`src/rtl/replay_buffer_seq.sv`:
```
// Sequence-numbered transmit replay buffer: holds packets until ACKed and rewinds on NAK/timeout (optional REPLAY_TIMER_EN internal timer).
// tx_valid one cycle after write, tx_data/tx_seq combinational; writes dropped while full, link stalls via tx_ready.
module replay_buffer_seq #(
  parameter int DATA_W       = 129,
  parameter int ADDR_W       = 3,
  parameter int SEQ_W        = 12,
  parameter int REPLAY_LIMIT = 4,
  parameter int TIMER_MAX    = 255
) (
  input  logic              clk,
  input  logic              reset,
  input  logic              we,
  input  logic [DATA_W-1:0] din,
  output logic [SEQ_W-1:0]  wr_seq,
  output logic              full,
  output logic              empty,
  output logic [ADDR_W:0]   count,
  output logic              tx_valid,
  input  logic              tx_ready,
  output logic [DATA_W-1:0] tx_data,
  output logic [SEQ_W-1:0]  tx_seq,
  input  logic              ack,
  input  logic              nak,
  input  logic [SEQ_W-1:0]  ack_seq,
  input  logic              tim_out,
  output logic              replay_active,
  output logic [1:0]        replay_num,
  output logic              replay_rollover,
  output logic              ack_err
);

  localparam int DEPTH = 1 << ADDR_W;
  localparam int CW    = ADDR_W + 1;

  logic [DATA_W-1:0] mem [DEPTH];

  logic [ADDR_W-1:0] head, tail, send_ptr;
  logic [CW-1:0]     count_q, send_off, sent_hw, rep_end;
  logic [SEQ_W-1:0]  head_seq, wr_seq_q;
  logic              rep_act, roll_q, aerr_q;
  logic [1:0]        rep_num;

  logic              xfer, cmd, purge_ok, dup, err, wr_ok, trig, tmr_exp;
  logic [SEQ_W-1:0]  d;
  logic [CW-1:0]     purge_n, send1, hw1, count_nx, send_nx, hw_nx, end_nx;
  logic              act_nx, roll_nx;
  logic [1:0]        num_base, num_nx;

  // Send position, high-water mark and replay end are offsets from head so
  // a full buffer with everything sent is unambiguous.
  assign send_ptr        = head + send_off[ADDR_W-1:0];
  assign tx_valid        = send_off < count_q;
  assign tx_data         = mem[send_ptr];
  assign tx_seq          = head_seq + SEQ_W'(send_off);
  assign count           = count_q;
  assign full            = count_q == CW'(DEPTH);
  assign empty           = count_q == '0;
  assign wr_seq          = wr_seq_q;
  assign replay_active   = rep_act;
  assign replay_num      = rep_num;
  assign replay_rollover = roll_q;
  assign ack_err         = aerr_q;

  always_comb begin
    xfer     = tx_valid && tx_ready;
    cmd      = ack || nak;
    d        = ack_seq - head_seq;
    purge_ok = cmd && (d < SEQ_W'(sent_hw));
    dup      = cmd && (d == '1);
    err      = cmd && !purge_ok && !dup;
    purge_n  = purge_ok ? CW'(d) + CW'(1) : '0;
    wr_ok    = we && !full;
    send1    = send_off + CW'(xfer);
    hw1      = (send1 > sent_hw) ? send1 : sent_hw;
    count_nx = count_q - purge_n + CW'(wr_ok);
    trig     = (tim_out || tmr_exp || (nak && !err)) && (count_nx != '0);
    num_base = purge_ok ? 2'd0 : rep_num;
    // A purge may overtake the send position during a replay; clamp to head.
    send_nx  = (send1 > purge_n) ? send1 - purge_n : '0;
    hw_nx    = hw1 - purge_n;
    end_nx   = (rep_end > purge_n) ? rep_end - purge_n : '0;
    act_nx   = rep_act && !(xfer && (send1 == rep_end)) && (rep_end > purge_n);
    num_nx   = num_base;
    roll_nx  = 1'b0;
    if (trig) begin
      send_nx = '0;
      end_nx  = count_nx;
      act_nx  = 1'b1;
      if (num_base == 2'(REPLAY_LIMIT - 1)) begin
        num_nx  = 2'd0;
        roll_nx = 1'b1;
      end else begin
        num_nx = num_base + 2'd1;
      end
    end
  end

  always_ff @(posedge clk or posedge reset) begin
    if (reset) begin
      head     <= '0;
      tail     <= '0;
      count_q  <= '0;
      send_off <= '0;
      sent_hw  <= '0;
      rep_end  <= '0;
      head_seq <= '0;
      wr_seq_q <= '0;
      rep_act  <= 1'b0;
      rep_num  <= 2'd0;
      roll_q   <= 1'b0;
      aerr_q   <= 1'b0;
    end else begin
      head     <= head + purge_n[ADDR_W-1:0];
      head_seq <= head_seq + SEQ_W'(purge_n);
      count_q  <= count_nx;
      send_off <= send_nx;
      sent_hw  <= hw_nx;
      rep_end  <= end_nx;
      rep_act  <= act_nx;
      rep_num  <= num_nx;
      roll_q   <= roll_nx;
      aerr_q   <= err;
      if (wr_ok) begin
        tail     <= tail + 1'b1;
        wr_seq_q <= wr_seq_q + 1'b1;
      end
    end
  end

  always_ff @(posedge clk) begin
    if (wr_ok) mem[tail] <= din;
  end

`ifdef REPLAY_TIMER_EN
  localparam int TW = $clog2(TIMER_MAX + 1);
  logic [TW-1:0] tmr;

  assign tmr_exp = (tmr == TW'(TIMER_MAX));

  always_ff @(posedge clk or posedge reset) begin
    if (reset)                                    tmr <= '0;
    else if (purge_ok || trig || count_q == '0)   tmr <= '0;
    else                                          tmr <= tmr + 1'b1;
  end
`else
  assign tmr_exp = (TIMER_MAX < 0);
`endif

endmodule
```
`config.mk`:
```
export PLATFORM = sky130hd
export DESIGN_NAME = replay_buffer_seq
export DESIGN_NICKNAME = d
export VERILOG_FILES = /design/src/rtl/replay_buffer_seq.sv
export SDC_FILE = /design/constraint.sdc
export NUM_CORES = 2
export LEC_CHECK = 0
export CAP_MARGIN = 20
export CORE_MARGIN = 5
export CORE_UTILIZATION = 53
export CTS_BUF_LIST = sky130_fd_sc_hd__clkbuf_16
export DETAILED_ROUTE_END_ITERATION = 6
export PLACE_DENSITY = 0.8
export RECOVER_POWER = 25
export SLEW_MARGIN = 40
export SYNTH_ARGS = -nofsm -noshare
export SYNTH_HDL_FRONTEND = slang
export SYNTH_SLANG_ARGS = --single-unit
```
`constraint.sdc`:
```
create_clock -name clk -period 14.2 [get_ports clk]
set_input_delay 2.13 -clock clk [delete_from_list [all_inputs] [get_ports clk]]
set_output_delay 2.13 -clock clk [all_outputs]
set_load 0.1 [all_outputs]
```
-- Word level (Yosys, flattened, before mapping)
Memory sizes are Yosys's and may differ from the RTL's.
Index checks and enable logic that the tools add are counted.
W data, S select, Z words.
- flip-flop bits (word level): 51
- memory bits (writable): 1032
- input port bits: 148
- output and inout bits: 165
- logic and storage cells: 71
- memories kept: 1
- memories (memory ; depth ; width ; read ports ; clocked after Yosys merged registers in ; wr ports ; line ; source):
    mem ; 8 ; 129 ; 1 ; 0 ; 1 ; 35 ; logic [DATA_W-1:0] mem [DEPTH];
- add/sub/neg operators: 15
- magnitude comparators: 5
- equality and inequality tests: 4
- muxes and demuxes: 14
- reduce and logical (&&, ||, !) cells: 20
- operators by type and width (operator ; count):
    $add A12 B4 Y12 ; 2
    $mux W4 ; 6
    $sub A4 B4 Y4 ; 4
    $add A12 B1 Y12 const B ; 1
    $eq A12 B12 Y1 const B ; 1
    $gt A4 B4 Y1 ; 3
    $lt A12 B4 Y1 ; 1
    $sub A12 B12 Y12 ; 1
    $logic_and A1 B1 Y1 ; 11
    $add A4 B1 Y4 ; 2
    $add A3 B3 Y3 ; 2
    $mux W2 ; 3
    $logic_not A1 Y1 ; 5
    $mux W1 ; 5
    $add A4 B1 Y4 const B ; 1
    $eq A4 B4 Y1 ; 1
    $eq A4 B4 Y1 const B ; 1
    $logic_not A4 Y1 ; 1
    $lt A4 B4 Y1 ; 1
    $reduce_bool A4 Y1 ; 1
    $add A3 B1 Y3 const B ; 1
    $add A2 B1 Y2 const B ; 1
    $eq A2 B2 Y1 const B ; 1
    $logic_or A1 B1 Y1 ; 2

-- Logic depth before layout (Yosys ltp)
- depth after elaboration: 11
- mapped depth: 22
- gate-level depth less buffers: 22

-- Worst setup path after synthesis
No wires, ideal clock.
- path kind: input -> register
- start: input we
- end: memory mem[0][0], enable pin
- library setup time: 934 ps
- arrival time: 14936 ps
- required time: 13266 ps
- setup slack: -1670 ps
- cell stages on the path: 5
- buffers on the path: 2
- cells stage by stage: and2_1 -> clkbuf_1 -> inv_1 -> clkbuf_1 -> nor4_1
- cells in the longest elaborated chain, start to end: 3
- ends and longest elaborated chain (what ; line ; source):
    start, declared ; 12 ; input logic we,
    $logic_and A1 B1 Y1 ; 72 ; wr_ok = we && !full;
    $mux W1 ; 131 ; if (wr_ok) mem[tail] <= din;
    $mux W1 (implied by the code) ; 131 ;
    end, declared ; 35 ;
Every way passes these cells.

-- Worst setup path in the final report
- start: input ack_seq[0]
- end: register rep_end[0]
- elaborated cells on any way between the ends: 22
- classes of those cells: add/sub (5); order compare (2); eq/ne (1); mux (3); reduce/logical (11)
- RTL lines (what ; line ; source):
    start, declared ; 24 ; input logic [SEQ_W-1:0] ack_seq,
    $sub A12 B12 Y12 (*) ; 67 ; d = ack_seq - head_seq;
    $lt A12 B4 Y1 ; 68 ; purge_ok = cmd && (d < SEQ_W'(sent_hw));
    $logic_and A1 B1 Y1 ; 68 ;
    $mux W4 (*) ; 71 ; purge_n = purge_ok ? CW'(d) + CW'(1) : '0;
    $sub A4 B4 Y4 (*) ; 75 ; count_nx = count_q - purge_n + CW'(wr_ok);
    $add A4 B1 Y4 (*) ; 75 ;
    named net count_nx[2] ; 45 ; logic [CW-1:0] purge_n, send1, hw1, count_nx, send_nx, hw_nx, end_nx;
    $reduce_bool A4 Y1 (*) ; 76 ; trig = (tim_out || tmr_exp || (nak && !err)) && (count_nx != '0);
    $logic_and A1 B1 Y1 (*) ; 76 ;
    $mux W4 (*) ; 85 ; if (trig) begin
    named net end_nx[0] ; 45 ;
    end signal, assigned ; 118 ; rep_end <= end_nx;
    end, declared ; 38 ; logic [CW-1:0] count_q, send_off, sent_hw, rep_end;
Mark *: on every way through the listed nets, which the timed path passes. The rest lies on a longest branch.
A chain may end at the register's enable or synchronous reset.

==> out/metrics.yaml <==
run_status:
  outcome: "finished, final reports clean"
power:
  pwr_density_cell_nw_per_um2: 226
  p_leak_nw: 16.9
  combPwrFrac_pct: 39.7
  clockPowerShare_pct: 23.7
  p_sw_share_pct: 40.4
  ir_drop_v: 0.000273
  internal_power_mw: 6.74
  power.total_mw: 11.3
  pwr-share-seq_pct: 36.7
  p_switching_mw: 4.57
timing:
  finClkSkew_ps: 44.1
  fmax_mhz: 140
  rsz0062_at_grt: "no"
  setup_tns_ps: 0
  drv_slew: 0
  max_slew.worst_pin.slew_ps: 883
  slew_headroom_pct: 41.2
  hold_viol_final: 0
  period_needed_ps: 7150
  setup_viol: 0
  post-route-period-util_pct: 50.3
detailed_routing:
  vias: 20400
  wire_per_inst_um: 26.1
  dr.first_iter.drc_count: 1716
  final_antenna_net_count: 0
  drt-total-wl_mm: 90.6
  drcViolationCount: 0
  vias_per_cell: 5.88
  dr.pass1.iters: 5
job:
  drv_cap: 0
placement:
  dpl.cell_count: 3268
  globalplace.congestion: 0.835
  dpl-instance-area_um2: 46700
  dpl.hpwl_mm: 50.9
  io_buffers: 312
global_routing:
  grt_max_degree: 115
  grt_pass1_wl_mm: 135
  grt-ovfl-total: 0
  antenna_found_initial: 19
  grt_pass1_vias: 21400
  grt_usage_pct: 20.8
setup_path:
  crit_fanout: 8
  crit_type: "primary input to flip-flop"
  required_ps: 14720
  arrival_ps: 7670
  cp-start-kind: "primary input"
  crit_path_end_kind: "flip-flop"
synthesis:
  synthesis.instances: 1942
  synth_ff_type: "edfxtp_1"
  synth_edf_count: 1032
  netlist_top_cells_area: "edfxtp_1 72%, mux4_2 14%, mux2_2 3.4%"
  ys_async_sr_fraction_pct: 4.71
  seq_area_frac_synth_pct: 75.4
  netlist_area_um2: 42800
  yosysUniqueCellTypes: 63
  synth_seq_cells: 1083
  synth_area_per_cell_um2: 22.0
  yosys_warnings: 0
  syn-num-nets: 2153
  yosysTopAreaCell: "edfxtp_1"
  netlist.area_leader.share_pct: 72.4
clock_tree:
  cts_sinks: 1083
  post_cts_resized: 0
  clk_pin_slew_ps: 60
  cts_tree: "yes"
  postCtsHoldBufs: 0
  clockBufferDepth: 3
  cts_htree_levels: 3
  numCtsBuffers: 105
  clock-root-buffer: "clkbuf_16"
  post_cts_buffers: 0
  clk_latency_ps: 680
floorplanning:
  initial_utilization_pct: 53.3
  fp.dieH_um: 294
  die_area_um2: 86600
  io_pins: 313
  fp-row-count: 104
  core_um2: 80300
  die_w_um: 294
min_path:
  hold_class: "flip-flop to flip-flop"
final_layout:
  syn_to_final_growth_pct: 17.1
  final_layout_size_suffix_gt1_share_pct: 32.1
  final_nets: 2527
  fin_area_um2: 50200
  stdcell_count: 3474
through the flow:
step / hold slack (ps) / util [%] / setup WS (ps)
after floorplan: 485 / - / 1840
after global placement: 464 / 58.9 / 6620
after detailed placement: 485 / 58.2 / 6480
after CTS: 495 / 62.4 / 6940
after global routing: 496 / 62.4 / 6860
final: 482 / 62.5 / 7050
critical path, stage by stage:
cell             delay, ps
clkdlybuf4s50_1        460
inv_1                   50
ha_1                   210
fa_1                   420
and2b_2                230
nor2_1                 200
ha_1                   280
o21a_1                 100
o21a_1                 170
a2111oi_2              280
nand3_1                150
and4bb_2               410
and2_1                 320
ha_1                   170
inv_1                   40
ha_1                   200
fa_1                   440
xor2_1                 290
or3_1                  200
and2b_1                210
mux2i_4                220
nand2_4                150
mux2_4                 330
flip-flops by register name, indices dropped and copies added, names as in the netlist:
signal	cells
ack_err	1
count	4
head	3
head_seq	12
mem	1032
rep_end	4
replay_active	1
replay_num	2
replay_rollover	1
send_off	4
sent_hw	4
tail	3
wr_seq	12
Yosys cell counts (7+ instances only):
master / number
xnor2_1: 44
ha_1: 54
clkbuf_1: 55
nand3_1: 11
a21o_1: 14
inv_1: 49
nand4_1: 9
buf_1: 19
nor3_1: 13
o21ai_0: 15
xor2_1: 17
edfxtp_1: 1032
dfrtp_1: 51
nor2b_1: 9
a21oi_1: 18
nand2_1: 23
nor2_1: 28
mux4_2: 258
or3_1: 7
fa_1: 9
mux2_2: 130
placed cells by master (no fill, tap or decap), types with 18 or more instances in the layout:
| cell type | count |
|---|---|
| a21oi_1 | 18 |
| buf_2 | 165 |
| clkbuf_16 | 105 |
| clkdlybuf4s50_1 | 67 |
| clkinv_1 | 24 |
| clkinv_2 | 26 |
| dfrtp_1 | 51 |
| dlygate4sd3_1 | 80 |
| edfxtp_1 | 1032 |
| ha_1 | 53 |
| inv_1 | 64 |
| mux2_2 | 130 |
| mux4_2 | 258 |
| nand2_1 | 23 |
| nor2_1 | 25 |
| xnor2_1 | 43 |
area by class of cell:
type | count | area, um^2
clock inverter | 88 | 737
multi-input combinational | 735 | 10200
clock buffer | 105 | 2630
antenna | 12 | 30.0
fill | 5291 | 30100
timing repair buffer | 342 | 2820
inverter | 49 | 186
sequential | 1083 | 32300
tap | 1060 | 1330
layer usage:
metal | vias up | wire length [um] | GRT usage [%]
met3 | 130 | 7080 | 5.14
met4 | 12 | 1650 | 5.08
li1 | 8834 | - | -
met2 | 701 | 45300 | 34.2
met5 | - | 82 | 0
met1 | 10700 | 36500 | 28.6
logic make-up (layout without fill, tap and decap cells):
family	Yosys count	count (layout)	synth area share [%]
AOI/OAI and AO/OA	79	79	1.29
muxes	394	394	17.2
DFF	1083	1083	75.4
buffers and inverters	124	584	1.10
and+or+nand+nor	138	138	1.82
other	0	12	0
adders and majority gates	63	63	2.00
xor gates and xnor gates	61	61	1.25
path summary, 6_finish.rpt:
kind | from | endpoint | slack [ps] | cells after the start
worst min register to register | wr_seq[11]$_DFFE_PP0P_ | wr_seq[11]$_DFFE_PP0P_ | 480 | 1
max in group asynchronous | reset | rep_end[2]$_DFF_PP0_ | 11810 | 2
worst min-delay path | wr_seq[11]$_DFFE_PP0P_ | wr_seq[11]$_DFFE_PP0P_ | 480 | 1
min in group asynchronous | reset | wr_seq[4]$_DFFE_PP0P_ | 1920 | 2
worst max register to register | head_seq[0]$_DFF_PP0_ | rep_end[0]$_DFF_PP0_ | 8620 | 21
worst max-delay path | ack_seq[0] | rep_end[0]$_DFF_PP0_ | 7050 | 23
power groups by stage:
stage | Clock (mW) | Sequential [mW] | Combinational, mW
floorplan | 0 | 4.41 | 3.44
global placement | 0 | 4.18 | 4.70
detailed placement | 0 | 4.21 | 4.51
CTS | 2.73 | 4.15 | 4.54
global route | 2.88 | 4.18 | 4.69
finish | 2.68 | 4.15 | 4.49
No activity file was read; power rests on OpenSTA's default activity.
